===== src/rtl/sw_pkg.sv =====
// Shared switch-core definitions: header/pointer field layout and dispatcher FSM states.
package sw_pkg;

  localparam int NPORT      = 4;
  localparam int PM_LSB     = 0;
  localparam int PM_W       = 4;
  localparam int LEN_HI_LSB = 4;
  localparam int PTR_BAD    = 15;
  localparam int PTR_LEN_W  = 11;
  localparam int PTR_W      = PTR_BAD + 1;

  typedef enum logic [2:0] {
    ST_IDLE   = 3'd0,
    ST_HDR1   = 3'd1,
    ST_BODY   = 3'd2,
    ST_COMMIT = 3'd3,
    ST_DROP   = 3'd4
  } state_t;

  // Pointer word: bad flag on top, body byte count in the low bits.
  function automatic logic [PTR_W-1:0] make_ptr(input logic bad,
                                                input logic [PTR_LEN_W-1:0] cnt);
    make_ptr = {bad, {(PTR_W-1-PTR_LEN_W){1'b0}}, cnt};
  endfunction

endpackage


===== src/rtl/frame_dispatch_if.sv =====
// Ingress byte stream plus per-port egress FIFO write side of the frame dispatcher.
interface frame_dispatch_if;

  logic                     sof;
  logic                     dv;
  logic [7:0]               data;
  logic [sw_pkg::NPORT-1:0] ofifo_afull;
  logic [sw_pkg::NPORT-1:0] optr_full;
  logic [sw_pkg::NPORT-1:0] ofifo_wr;
  logic [7:0]               ofifo_din;
  logic [sw_pkg::NPORT-1:0] optr_wr;
  logic [sw_pkg::PTR_W-1:0] optr_din;

  // Dispatcher side.
  modport slave (
    input  sof, dv, data, ofifo_afull, optr_full,
    output ofifo_wr, ofifo_din, optr_wr, optr_din
  );

  // Frame processor / FIFO side.
  modport master (
    output sof, dv, data, ofifo_afull, optr_full,
    input  ofifo_wr, ofifo_din, optr_wr, optr_din
  );

endinterface


===== src/rtl/frame_dispatch.sv =====
// Egress dispatcher: decodes the 2-byte header, fans body bytes out to the selected
// port FIFOs, then commits one pointer word per port; empty-mask frames are dropped.
module frame_dispatch
  import sw_pkg::*;
#(
  parameter int MAX_LEN = 1536,
  parameter int MIN_LEN = 14
) (
  input  logic             clk,
  input  logic             rstn,
  frame_dispatch_if.slave  bus,
  output logic             bp0,
  output logic             bp1,
  output logic             bp2,
  output logic             bp3,
  output logic [15:0]      drop_cnt
);

  localparam logic [PTR_LEN_W-1:0] MIN_C = PTR_LEN_W'(MIN_LEN);
  localparam logic [PTR_LEN_W-1:0] MAX_C = PTR_LEN_W'(MAX_LEN);

  state_t                 state, state_nx;
  logic [NPORT-1:0]       mask;
  logic [NPORT-1:0]       mask_eff;
  logic [PTR_LEN_W-1:0]   cnt;
  logic                   trunc;
  logic                   bad;
  logic [NPORT-1:0]       bp;
  logic                   sof_v;

  logic load_mask, clr_cnt, wr_byte, do_commit, count_drop, set_trunc;

  assign sof_v    = bus.sof & bus.dv;
  assign mask_eff = bus.data[PM_LSB +: PM_W] & ~bus.ofifo_afull & ~bus.optr_full;
  assign bad      = trunc | (cnt < MIN_C) | (cnt > MAX_C);

  always_ff @(posedge clk) begin
    if (!rstn) state <= ST_IDLE;
    else       state <= state_nx;
  end

  always_comb begin
    // NOTE: every output of this block gets a default first, so no path leaves a latch.
    state_nx   = state;
    load_mask  = 1'b0;
    clr_cnt    = 1'b0;
    wr_byte    = 1'b0;
    do_commit  = 1'b0;
    count_drop = 1'b0;
    set_trunc  = 1'b0;
    unique case (state)
      ST_IDLE: begin
        if (sof_v) begin
          load_mask = 1'b1;
          state_nx  = (mask_eff != '0) ? ST_HDR1 : ST_DROP;
        end
      end
      ST_HDR1: begin
        if (bus.dv) begin
          clr_cnt  = 1'b1;
          state_nx = ST_BODY;
        end else begin
          state_nx = ST_IDLE;
        end
      end
      ST_BODY: begin
        // A new sof cuts the current frame short; its header byte is not written.
        if (sof_v) begin
          set_trunc = 1'b1;
          state_nx  = ST_COMMIT;
        end else if (bus.dv) begin
          wr_byte = 1'b1;
        end else begin
          state_nx = ST_COMMIT;
        end
      end
      ST_COMMIT: begin
        do_commit = 1'b1;
        state_nx  = (trunc || sof_v) ? ST_DROP : ST_IDLE;
      end
      ST_DROP: begin
        if (!bus.dv) begin
          count_drop = 1'b1;
          state_nx   = ST_IDLE;
        end
      end
      default: state_nx = ST_IDLE;
    endcase
  end

  always_ff @(posedge clk) begin
    if (!rstn) begin
      // NOTE: the data buses are reset too, since every output must read 0 out of reset.
      bus.ofifo_wr  <= '0;
      bus.ofifo_din <= '0;
      bus.optr_wr   <= '0;
      bus.optr_din  <= '0;
      mask          <= '0;
      cnt           <= '0;
      trunc         <= 1'b0;
      drop_cnt      <= '0;
      bp            <= '0;
    end else begin
      // NOTE: non-blocking assignments so every register samples pre-edge values.
      bus.ofifo_wr <= wr_byte ? mask : '0;
      if (wr_byte) bus.ofifo_din <= bus.data;
      bus.optr_wr <= do_commit ? mask : '0;
      if (do_commit) bus.optr_din <= make_ptr(bad, cnt);
      if (load_mask) mask <= mask_eff;
      if (clr_cnt)                     cnt <= '0;
      else if (wr_byte && cnt != '1)   cnt <= cnt + 1'b1;
      if (clr_cnt)        trunc <= 1'b0;
      else if (set_trunc) trunc <= 1'b1;
      if (count_drop) drop_cnt <= drop_cnt + 16'd1;
      bp <= bus.ofifo_afull | bus.optr_full;
    end
  end

  assign bp0 = bp[0];
  assign bp1 = bp[1];
  assign bp2 = bp[2];
  assign bp3 = bp[3];

endmodule


===== src/flat_wrapper.sv =====
// flat-port wrapper written by rule: the top's interface ports become plain ports
module frame_dispatch_flat import sw_pkg::*;
#(
  parameter int MAX_LEN = 1536,
  parameter int MIN_LEN = 14
)
  (clk, rstn, bp0, bp1, bp2, bp3, drop_cnt, bus_sof, bus_dv, bus_data, bus_ofifo_afull, bus_optr_full, bus_ofifo_wr, bus_ofifo_din, bus_optr_wr, bus_optr_din);
  frame_dispatch_if bus_i ();
  input  logic clk;
  input  logic rstn;
  output logic bp0;
  output logic bp1;
  output logic bp2;
  output logic bp3;
  output logic [15:0] drop_cnt;
  input wire logic [$bits(bus_i.sof)-1:0] bus_sof;
  input wire logic [$bits(bus_i.dv)-1:0] bus_dv;
  input wire logic [$bits(bus_i.data)-1:0] bus_data;
  input wire logic [$bits(bus_i.ofifo_afull)-1:0] bus_ofifo_afull;
  input wire logic [$bits(bus_i.optr_full)-1:0] bus_optr_full;
  output wire logic [$bits(bus_i.ofifo_wr)-1:0] bus_ofifo_wr;
  output wire logic [$bits(bus_i.ofifo_din)-1:0] bus_ofifo_din;
  output wire logic [$bits(bus_i.optr_wr)-1:0] bus_optr_wr;
  output wire logic [$bits(bus_i.optr_din)-1:0] bus_optr_din;
  assign bus_i.sof = bus_sof;
  assign bus_i.dv = bus_dv;
  assign bus_i.data = bus_data;
  assign bus_i.ofifo_afull = bus_ofifo_afull;
  assign bus_i.optr_full = bus_optr_full;
  assign bus_ofifo_wr = bus_i.ofifo_wr;
  assign bus_ofifo_din = bus_i.ofifo_din;
  assign bus_optr_wr = bus_i.optr_wr;
  assign bus_optr_din = bus_i.optr_din;
  frame_dispatch #(.MAX_LEN(MAX_LEN), .MIN_LEN(MIN_LEN)) u_core (.clk(clk), .rstn(rstn), .bus(bus_i), .bp0(bp0), .bp1(bp1), .bp2(bp2), .bp3(bp3), .drop_cnt(drop_cnt));
endmodule

===== config.mk =====
export PLATFORM = sky130hd
export DESIGN_NAME = frame_dispatch_flat
export DESIGN_NICKNAME = d
export VERILOG_FILES = /design/src/rtl/sw_pkg.sv /design/src/rtl/frame_dispatch_if.sv /design/src/rtl/frame_dispatch.sv /design/src/flat_wrapper.sv
export SDC_FILE = /design/constraint.sdc
export NUM_CORES = 1
export LEC_CHECK = 0
export ABC_AREA = 1
export CORE_MARGIN = 2
export CORE_UTILIZATION = 39
export CTS_BUF_LIST = sky130_fd_sc_hd__clkbuf_8
export CTS_CLUSTER_DIAMETER = 100
export DETAILED_ROUTE_END_ITERATION = 10
export PLACE_DENSITY = 0.74
export SLEW_MARGIN = 0
export SYNTH_ARGS = -nofsm -noshare
export SYNTH_HDL_FRONTEND = slang
export SYNTH_SLANG_ARGS = --single-unit

===== constraint.sdc =====
create_clock -name clk -period 3.1 [get_ports clk]
set_input_delay 0.62 -clock clk [delete_from_list [all_inputs] [get_ports clk]]
set_output_delay 0.62 -clock clk [all_outputs]
set_load 0.05 [all_outputs]

==> impl_metrics.tcl <==
set metrics [dict create \
    skew_ns 0.0106 \
    synthFlopType "dfxtp_1" \
    crit_buf_inv 1 \
    gp_congestion 0.889 \
    cp_slowest_cell "clkdlybuf4s50_1" \
    post-place-cells 556 \
    coreArea_um2 7250 \
    ys_types 33 \
    crit_path_end_kind "primary output" \
    period_needed_ns 2.21 \
    fin_ws_ns 0.891 \
    tightest_slew_ns 0.752 \
    crit_type "reg2out" \
    diodes 0 \
    synth-seq-cells 67 \
    arrival_ns 1.59 \
    synth_xor_area_frac 0.00897 \
    synth-adder-area-share 0.0128 \
    syn2layout_area_growth_pct 31.0 \
    period_share 0.713 \
    synth-simple-area-share 0.288 \
    drive_gt1_frac 0.0719 \
    hold_end "u_core.bus.ofifo_wr[0]" \
    cts_buffers 9 \
    yosys_warnings 0 \
    post-dp-hpwl_um 5200 \
    fmax_mhz 453 \
    cp_cell_sequence "clkdlybuf4s50_1" \
    slowest_delay_ns 0.84 \
    syn_inst 402 \
    slew_headroom 0.497 \
    fin_tns_setup_ns 0 \
    synth_top_family_by_area "simple AND/OR/NAND/NOR gates" \
    fin_cells 572 \
    syn_area_um2 2930 \
    status "finished, final reports clean" \
    drv_slew 0 \
    boundaryPins 72 \
    synth.avg_cell_area_um2 7.29 \
    rsz0062_at_grt "no" \
    synth_top_area_cell "dfxtp_1" \
    drc 0 \
    cts_resized 0 \
    cts_root_buf "clkbuf_8" \
    async_reset_ff_frac 0 \
    hold_buffers 0 \
    numPortBuffers 67 \
    cp.required_ns 2.48 \
    clockBufferDepth 2 \
    maxCapViolations 0 \
    start_kind "flop" \
    grt_pass1_vias 2506 \
    whs_ns 0.457 \
    worstHoldPathType "reg2reg" \
    r2r_slack_ns 1.16 \
    vias_per_cell 4.80 \
    post-route-cell-area_um2 3840 \
    synth_compound_area_frac 0.122 \
    clkLatencyLatePin_ns 0.34 \
    hold_viol_final 0 \
    setup_viol 0 \
    reg2reg_from "u_core.cnt[1]" \
    grt_pass1_wl_um 11600 \
    wirelength_um 6960 \
    synth_edf_count 0 \
    die-area_um2 8220 \
    clock-sinks 67 \
    synth.top_cell.area_share 0.458 \
    hold-path-cell-count 2 \
    p_per_area_nw_per_um2 468 \
    drtIter0Drc 115 \
    ff2ff_path_depth 8 \
    die_y_um 90.7 \
    grt-ovfl-total 0 \
    synth.area.top_cells "dfxtp_1, nor2_1, nand2_1, inv_1, a21oi_1" \
    grt_max_degree 31 \
    cts_tree "done" \
    post_cts_buffers 0 \
    placed_cell_area_um2 3630 \
    cp_top_family "buffers and inverters" \
    wl_per_cell_um 12.2 \
    synthMuxAreaShare 0 \
    vias 2743 \
    utilization 0.529 \
    clk_pin_slew_ns 0.07 \
    start_util 0.404 \
    final_nets 491 \
    place_ws_ns 0.589 \
    dieWidth_um 90.7 \
    htreeDepth 3 \
    grt_use_total 0.174 \
    min_from "u_core.mask[0]" \
    antenna_found_initial 0 \
    dr.pass1.iters 4 \
    power_leakage_nw 1.51 \
    irDropWorstVdd_mv 0.196 \
    fp-row-count 31 \
    ant_nets 0 \
    reg2reg_to "u_core.cnt[1]" \
    crit_fanout 6 \
    yosysSeqAreaShare 0.458 \
    fin_total_pwr_mw 1.80 \
]
[registers in the layout (all words and copies together) (netlist names), 3 cells and up]
signal / flops
u_core.drop_cnt: 16
u_core.bus.ofifo_din: 8
u_core.bus.ofifo_wr: 4
u_core.bus.optr_din: 12
u_core.bus.optr_wr: 4
u_core.mask: 4
u_core.bp: 4
u_core.state: 3
u_core.cnt: 11
[routing by layer]
metal	global-route usage	up-vias	routed length, um
met5	0	-	0
met4	0.0667	0	76
met3	0.0484	6	414
met2	0.299	79	3430
met1	0.204	1255	3030
li1	-	1403	-
[area by class of cell]
| class | count | area [um2] |
|---|---|---|
| fillers | 717 | 3410 |
| flip-flops and latches | 67 | 1340 |
| multi-input cells | 268 | 1280 |
| repair buffers | 68 | 678 |
| inverters | 54 | 203 |
| clock buffers | 12 | 165 |
| well taps | 99 | 124 |
| clock inverters | 4 | 47.5 |
[worst min-delay path: cells and delay by family (launching register included)]
family / cells / cell delay (ns)
buf+inv: 1 / 0.06
flops: 1 / 0.31
simple gates: 1 / 0.04
[how the worst max path moves through the flow]
stage / startpoint / slack (ns) / to / cells after the start
6_report: u_core.drop_cnt[7] / 0.89 / drop_cnt[7] / 1
5_1_grt: bus_dv / 0.80 / u_core.cnt[3] / 9
4_1_cts: u_core.drop_cnt[7] / 0.88 / drop_cnt[7] / 1
3_5_place_dp: bus_dv / 0.59 / u_core.cnt[1] / 8
3_3_place_gp: bus_dv / 0.71 / u_core.cnt[1] / 8
2_1_floorplan: u_core.drop_cnt[0] / 1.48 / u_core.drop_cnt[14] / 6
[power breakdown]
group,leakage [nW],internal [mW],total (mW),switching (mW)
clock network,0.108,0.435,0.759,0.325
registers,0.541,0.872,0.884,0.0112
logic,0.857,0.0539,0.153,0.0989
total,1.51,1.36,1.80,0.435
[cell families (layout without fill, tap and decap cells)]
kind of cell               Yosys count  in the layout
AOI/OAI and AO/OA                   70             70
DFF                                 67             67
adders and majority gates            3              3
other                                1              4
xor gates and xnor gates             3              3
and+or+nand+nor                    188            188
buffers and inverters               70            138
[cells in the mapped netlist, types with 4 or more instances]
cell / n
a21oi_1: 34
buf_4: 6
clkbuf_1: 4
dfxtp_1: 67
inv_1: 51
nand2_1: 65
nand3_1: 17
nand4_1: 9
nor2_1: 73
nor3_1: 9
o21ai_0: 32
[cell usage in the layout, fill, tap and decap left out, types with 4 or more instances in the layout]
master           netlist  routed
nor2_1                73      73
clkdlybuf4s50_1        0      67
dfxtp_1               67      67
nand2_1               65      65
inv_1                 51      51
a21oi_1               34      34
o21ai_0               32      32
nand3_1               17      17
clkbuf_8               0      12
nor3_1                 9       9
nand4_1                9       9
conb_1                 1       4
Note: power is estimated with default switching activity, not from simulation.
